### src/rtl/xnor_conv_mc.sv
// xnor_conv_mc: multi-kernel binary 3x3 XNOR-popcount convolution engine.
// Streams bit-packed rows, writes one thresholded word per kernel per row.
// Ports:
//   clk, reset_b             clock, async active-low reset
//   dut_run / dut_busy       start request / run in progress
//   dut_sram_read_address    input row/header address (1-cycle latency)
//   sram_dut_read_data       input data for previous cycle's address
//   dut_sram_write_*         output word address, data, strobe
//   dut_wmem_read_address    weight address (1-cycle latency)
//   wmem_dut_read_data       weight word, kernel k at address k, bits[8:0]
module xnor_conv_mc #(
  parameter int DATA_W = 16,
  parameter int ADDR_W = 12,
  parameter int NUM_K  = 2,
  parameter int THRESH = 5
) (
  input  logic              clk,
  input  logic              reset_b,
  input  logic              dut_run,
  output logic              dut_busy,
  output logic [ADDR_W-1:0] dut_sram_read_address,
  input  logic [DATA_W-1:0] sram_dut_read_data,
  output logic [ADDR_W-1:0] dut_sram_write_address,
  output logic [DATA_W-1:0] dut_sram_write_data,
  output logic              dut_sram_write_enable,
  output logic [ADDR_W-1:0] dut_wmem_read_address,
  input  logic [DATA_W-1:0] wmem_dut_read_data
);

  localparam logic [2:0] S_IDLE = 3'd0;
  localparam logic [2:0] S_LDW  = 3'd1;
  localparam logic [2:0] S_HDR  = 3'd2;
  localparam logic [2:0] S_FILL = 3'd3;
  localparam logic [2:0] S_CONV = 3'd4;
  localparam logic [2:0] S_DONE = 3'd5;

  localparam logic [2:0] K_LAST = 3'(NUM_K - 1);
  localparam logic [3:0] LW_END = 4'(NUM_K);
  localparam logic [8:0] N_MAX  = 9'(DATA_W);
  localparam logic [3:0] THR    = 4'(THRESH);
  localparam logic [DATA_W-1:0] TERM = DATA_W'(255);

  logic [2:0]        state;
  logic              hdr_ph;
  logic              fill_ph;
  logic [3:0]        lw_cnt;
  logic [2:0]        k;
  logic [7:0]        n_reg;
  logic [7:0]        rows_left;
  logic [DATA_W-1:0] w0;
  logic [DATA_W-1:0] w1;
  logic [DATA_W-1:0] w2;
  logic [8:0]        wt [8];
  logic [ADDR_W-1:0] rd_addr;
  logic [ADDR_W-1:0] wm_addr;
  logic [ADDR_W-1:0] wr_addr;
  logic [ADDR_W-1:0] out_cnt;
  logic [DATA_W-1:0] wr_data;
  logic              wr_en;
  logic              busy;

  logic [7:0]        hdr_n;
  logic              hdr_term;
  logic              hdr_ok;
  logic [DATA_W-1:0] row2;
  logic [8:0]        wsel;
  logic [DATA_W-1:0] conv_bits;
  logic [DATA_W-1:0] col_mask;
  logic              unused_wm;

  function automatic logic [3:0] pop9(
    input logic [8:0] v
  );
    logic [3:0] s;
    s = '0;
    for (int i = 0; i < 9; i++)
      s = s + {3'd0, v[i]};
    return s;
  endfunction

  assign hdr_n    = sram_dut_read_data[7:0];
  assign hdr_term = sram_dut_read_data == TERM;
  assign hdr_ok   = ({1'b0, hdr_n} >= 9'd3) &&
                    ({1'b0, hdr_n} <= N_MAX);

  // Newest row comes straight off the bus on the first
  // kernel of each row and is held in w2 for the rest.
  assign row2 = (k == 3'd0) ? sram_dut_read_data : w2;
  assign wsel = wt[k];

  assign unused_wm = ^wmem_dut_read_data[DATA_W-1:9];

  always_comb begin
    conv_bits = '0;
    col_mask  = '0;
    for (int c = 0; c < DATA_W - 2; c++) begin
      conv_bits[c] = pop9(~(wsel ^ {row2[c+:3],
                                    w1[c+:3],
                                    w0[c+:3]})) >= THR;
      col_mask[c]  = (9'(c) + 9'd2) < {1'b0, n_reg};
    end
  end

  always_ff @(posedge clk or negedge reset_b) begin
    if (!reset_b) begin
      state     <= S_IDLE;
      hdr_ph    <= 1'b0;
      fill_ph   <= 1'b0;
      lw_cnt    <= '0;
      k         <= '0;
      n_reg     <= '0;
      rows_left <= '0;
      w0        <= '0;
      w1        <= '0;
      w2        <= '0;
      for (int i = 0; i < 8; i++)
        wt[i] <= '0;
      rd_addr   <= '0;
      wm_addr   <= '0;
      wr_addr   <= '0;
      out_cnt   <= '0;
      wr_data   <= '0;
      wr_en     <= 1'b0;
      busy      <= 1'b0;
    end else begin
      wr_en <= 1'b0;
      unique case (state)
        S_IDLE: begin
          if (dut_run) begin
            state   <= S_LDW;
            busy    <= 1'b1;
            lw_cnt  <= '0;
            wm_addr <= '0;
            rd_addr <= '0;
            out_cnt <= '0;
          end
        end
        S_LDW: begin
          if (lw_cnt != 4'd0)
            wt[lw_cnt[2:0] - 3'd1] <=
              wmem_dut_read_data[8:0];
          if (lw_cnt + 4'd1 < LW_END)
            wm_addr <= wm_addr + 1'b1;
          lw_cnt <= lw_cnt + 4'd1;
          if (lw_cnt == LW_END) begin
            state  <= S_HDR;
            hdr_ph <= 1'b0;
          end
        end
        S_HDR: begin
          if (!hdr_ph) begin
            // header address on the bus; move on to row 0
            rd_addr <= rd_addr + 1'b1;
            hdr_ph  <= 1'b1;
          end else begin
            hdr_ph <= 1'b0;
            if (hdr_term) begin
              state <= S_DONE;
            end else if (hdr_ok) begin
              n_reg     <= hdr_n;
              rows_left <= hdr_n - 8'd2;
              rd_addr   <= rd_addr + 1'b1;
              fill_ph   <= 1'b0;
              state     <= S_FILL;
            end else begin
              // rd_addr already points at header+1
              rd_addr <= rd_addr + ADDR_W'(hdr_n);
            end
          end
        end
        S_FILL: begin
          rd_addr <= rd_addr + 1'b1;
          if (!fill_ph) begin
            w0      <= sram_dut_read_data;
            fill_ph <= 1'b1;
          end else begin
            w1    <= sram_dut_read_data;
            k     <= '0;
            state <= S_CONV;
          end
        end
        S_CONV: begin
          wr_en   <= 1'b1;
          wr_addr <= out_cnt;
          wr_data <= conv_bits & col_mask;
          out_cnt <= out_cnt + 1'b1;
          if (k == 3'd0)
            w2 <= sram_dut_read_data;
          if (k == K_LAST) begin
            k <= '0;
            if (rows_left == 8'd1) begin
              // rd_addr now sits on the next header
              state  <= S_HDR;
              hdr_ph <= 1'b0;
            end else begin
              rows_left <= rows_left - 8'd1;
              w0        <= w1;
              w1        <= row2;
              rd_addr   <= rd_addr + 1'b1;
            end
          end else begin
            k <= k + 3'd1;
          end
        end
        S_DONE: begin
          busy  <= 1'b0;
          state <= S_IDLE;
        end
        default: begin
          state <= S_IDLE;
        end
      endcase
    end
  end

  assign dut_busy               = busy;
  assign dut_sram_read_address  = rd_addr;
  assign dut_sram_write_address = wr_addr;
  assign dut_sram_write_data    = wr_data;
  assign dut_sram_write_enable  = wr_en;
  assign dut_wmem_read_address  = wm_addr;

endmodule
### config.mk
export PLATFORM = sky130hd
export DESIGN_NAME = xnor_conv_mc
export DESIGN_NICKNAME = d
export VERILOG_FILES = /design/src/rtl/xnor_conv_mc.sv
export SDC_FILE = /design/constraint.sdc
export NUM_CORES = 1
export LEC_CHECK = 0
export ABC_AREA = 1
export CAP_MARGIN = 5
export CELL_PAD_IN_SITES_DETAIL_PLACEMENT = 0
export CELL_PAD_IN_SITES_GLOBAL_PLACEMENT = 1
export CORE_MARGIN = 2
export CORE_UTILIZATION = 51
export CTS_BUF_LIST = sky130_fd_sc_hd__clkbuf_4 sky130_fd_sc_hd__clkbuf_8
export DETAILED_ROUTE_END_ITERATION = 8
export PLACE_DENSITY = 0.91
export SLEW_MARGIN = 20
export SYNTH_ARGS = -nofsm -noshare
export SYNTH_HDL_FRONTEND = slang
export SYNTH_SLANG_ARGS = --single-unit
### constraint.sdc
create_clock -name clk -period 7.3 [get_ports clk]
set_clock_uncertainty 0.15 [all_clocks]
set_input_delay 1.825 -clock clk [delete_from_list [all_inputs] [get_ports clk]]
set_output_delay 1.825 -clock clk [all_outputs]
set_load 0.02 [all_outputs]
==> impl_metrics.yaml <==
finish:
  insertedDiodeCount: 0
  multi_input_comb_area_um2: 8450
  register_area_um2: 5310
  flow.area_growth_from_synthesis_pct: 11.8
  n_fill_cell: 2657
  nets: 2047
  share_of_the_core_filled_with_cells_in_the_final_layout: 0.583
  largest_register_ffs: 72
  final_cells: 2305
  largest_register: "wt"
  final_layout_size_suffix_gt1_frac: 0.0770
drt:
  drtIter0Drc: 898
  viasPerCell: 5.32
  drtPass1Iterations: 8
  drt-wirelength-per-cell_um: 16.2
  ant_nets: 0
  wirelength_um: 37400
  drc_errors: 0
  routed-via-count: 12258
run:
  number_of_max_cap_violations: 0
clock_network:
  clockBufferDepth: 3
  cts_htree_levels: 2
  cts_buffers: 39
  clk_latency_ps: 570
  cts.sink_count: 212
  cts-hold-fix-buffers: 0
  cts_post_setup_buffers_inserted: 0
  cts-root-buf: "sky130_fd_sc_hd__clkbuf_8"
  clk_pin_slew_ps: 60
  cts_tree: "built"
  cts-resized-gates: 0
sta:
  fin_crit_ps: 5910
  final.setup.tns_ps: 0
  timing.max_slew.rel_slack: 0.313
  slew_viol_final: 0
  final.period_utilization: 0.809
  setup_slack_ps: 1390
  report.final.setup_viol: 0
  max_clock_freq_ghz: 0.169
  tightest_slew_ps: 1030
  unrepaired_setup_endpoints_after_global_routing: "no"
  timing.final.hold_violations: 0
synth:
  synth_top_cells_by_area: "sky130_fd_sc_hd__dfrtp_1 (35%), sky130_fd_sc_hd__nand2_1 (12%), sky130_fd_sc_hd__fa_1 (9.4%)"
  synthesis.area_um2: 15000
  yosys_register_bits: 212
  async_reset_ff_frac: 1.00
  synthDominantAreaCellType: "sky130_fd_sc_hd__dfrtp_1"
  ys_warn_count: 0
  dominantRegCellSynth: "sky130_fd_sc_hd__dfrtp_1"
  synth.lib_cells_used.distinct: 55
  postSynthCellCount: 1822
  synth-edff-count: 0
  synth_top_cell_area_share: 0.353
  synth.yosys.seq_area_share: 0.353
  synthesis.area_per_instance_um2: 8.26
place:
  gp_routability_congestion: 0.843
  pre_cts_slack_ps: 1120
  numPortBuffers: 79
  place_hpwl_um: 25700
  placed_cells_incl_taps: 2239
floorplan:
  floorplan.die_area_um2: 30900
  floorplan.initialDensity: 0.521
  core-area_um2: 28900
  die_h_um: 176
  io-pin-count: 89
  die_x_um: 176
  std_cell_rows: 62
grt:
  grtUsageTotal: 0.253
  first_global_vias: 12386
  grt.overflow.total: 0
  maximum_number_of_pins_on_one_net_before_global_route_repair: 94
  grt_pass1_wl_um: 62900
  antenna_found_initial: 0
min_path:
  worstHoldEndpoint: "dut_sram_write_data[10]"
  min-delay-path-class: "reg -> reg"
  min-delay-start: "dut_sram_write_data[10]"
  min_path_cells: 2
worst_setup_path:
  reg2reg_setup_slack_ps: 1390
  timing_worst_setup_path_type: "reg -> reg"
  worst_ep_required_time_ps: 7590
  critical_path_arrival_ps: 6190
  timing.reg2reg.worst_path_depth: 18
  setup.worst_path.start_class: "register"
  cp-end-kind: "register"
  regToRegStartpoint: "k[1]"
  crit_fanout: 14
  crit-reg2reg-capture: "dut_sram_write_data[11]"
run_status:
  outcome: "completed"
[cell usage after synthesis, types with 3 or more instances]
library cell               number
sky130_fd_sc_hd__inv_1        232
sky130_fd_sc_hd__xor2_2        20
sky130_fd_sc_hd__a21oi_1       47
sky130_fd_sc_hd__o22ai_1        7
sky130_fd_sc_hd__nand2_1      479
sky130_fd_sc_hd__nand3_2        6
sky130_fd_sc_hd__o22ai_4        3
sky130_fd_sc_hd__buf_12         3
sky130_fd_sc_hd__o21ai_1       11
sky130_fd_sc_hd__xnor2_1       37
sky130_fd_sc_hd__xor2_1       103
sky130_fd_sc_hd__ha_1          45
sky130_fd_sc_hd__o221ai_1       6
sky130_fd_sc_hd__buf_1          3
sky130_fd_sc_hd__a22oi_1        7
sky130_fd_sc_hd__nand4_2        5
sky130_fd_sc_hd__a21boi_1       8
sky130_fd_sc_hd__nor4_1         3
sky130_fd_sc_hd__a21boi_0       4
sky130_fd_sc_hd__clkinv_1       3
sky130_fd_sc_hd__xnor2_2        3
sky130_fd_sc_hd__buf_4          3
sky130_fd_sc_hd__dfrtp_1      212
sky130_fd_sc_hd__nor3_1        17
sky130_fd_sc_hd__nand4_1       30
sky130_fd_sc_hd__nor2_4         3
sky130_fd_sc_hd__buf_2         17
sky130_fd_sc_hd__o21ai_0      186
sky130_fd_sc_hd__fa_1          71
sky130_fd_sc_hd__clkbuf_1      22
sky130_fd_sc_hd__inv_2          9
sky130_fd_sc_hd__o31ai_1        4
sky130_fd_sc_hd__nor2_1        98
sky130_fd_sc_hd__a221o_1        8
sky130_fd_sc_hd__nand3_1       66
sky130_fd_sc_hd__buf_6          9
sky130_fd_sc_hd__o21ai_2        7
[how the worst max path moves through the flow]
stage | from | to | slack [ps] | cells after the start
after CTS | k[1] | dut_sram_write_data[11] | 1380 | 18
final | k[1] | dut_sram_write_data[11] | 1390 | 18
after global placement | sram_dut_read_data[4] | dut_sram_write_data[2] | 1200 | 14
after global routing | k[1] | dut_sram_write_data[11] | 1150 | 18
after floorplan | sram_dut_read_data[4] | dut_sram_write_data[2] | 2190 | 13
after detailed placement | sram_dut_read_data[4] | dut_sram_write_data[2] | 1120 | 14
[stage by stage]
stage / instance area (µm²) / hold WS, ps
floorplan: 15100 / 299
global placement: 16000 / 310
detailed placement: 16000 / 315
CTS: 16800 / 332
global route: 16800 / 348
finish: 16800 / 325
[metal layers]
metal,routed length [µm],GRT usage
met5,0,0
met4,1010,0.0809
met3,1970,0.0368
met2,17600,0.416
met1,16800,0.348
[logic make-up after synthesis]
kind of cell    count (synthesis)  share of synthesized area
xor+xnor                      163                      0.106
flops                         212                      0.353
simple gates                  717                      0.201
buf+inv                       303                     0.0870
other cells                     1                   0.000249
compound gates                310                      0.121
fa+ha+maj                     116                      0.132
[worst max-delay path, stage by stage, from the launching register on]
cell and delay, ps:
sky130_fd_sc_hd__dfrtp_1 470, sky130_fd_sc_hd__nor2_2 530, sky130_fd_sc_hd__buf_4 330, sky130_fd_sc_hd__a22oi_2 110, sky130_fd_sc_hd__nand3_1 120, sky130_fd_sc_hd__nand2_2 390, sky130_fd_sc_hd__xor2_1 310, sky130_fd_sc_hd__fa_1 580
sky130_fd_sc_hd__inv_1 60, sky130_fd_sc_hd__fa_1 530, sky130_fd_sc_hd__inv_1 50, sky130_fd_sc_hd__fa_1 530, sky130_fd_sc_hd__inv_1 60, sky130_fd_sc_hd__fa_1 450, sky130_fd_sc_hd__fa_1 490, sky130_fd_sc_hd__nand2_1 50
sky130_fd_sc_hd__a221o_1 360, sky130_fd_sc_hd__nand3_1 140, sky130_fd_sc_hd__nand2_1 60
[placed cells by master (no fill, tap or decap), drive strengths merged]
cell type	instances
o31ai	4
o221ai	6
nor2	104
nor3b	1
clkbuf	60
ha	45
buf	13
o211ai	2
o32ai	2
xnor2	40
and3	1
nand3	72
a22o	1
nor4	3
nor3	17
conb	2
inv	244
a21oi	47
o21ai	206
o2111ai	1
a22oi	8
a221o	8
fa	71
clkinv	6
or2	1
dfrtp	212
a31oi	1
a21boi	12
xor2	123
nand2	483
o311ai	1
nand4	35
clkdlybuf4s50	78
o22ai	11
[final cells by class]
| class | count | share of cell area |
|---|---|---|
| Sequential cell | 212 | 0.315 |
| Clock buffer | 60 | 0.0442 |
| Inverter | 244 | 0.0544 |
| Tap cell | 384 | 0.0285 |
| Multi-Input combinational cell | 1308 | 0.502 |
| Clock inverter | 6 | 0.00320 |
| Timing Repair Buffer | 91 | 0.0526 |
Power is not shown: default switching activity piles up to over one toggle a cycle in this logic, so the estimate is an artifact.
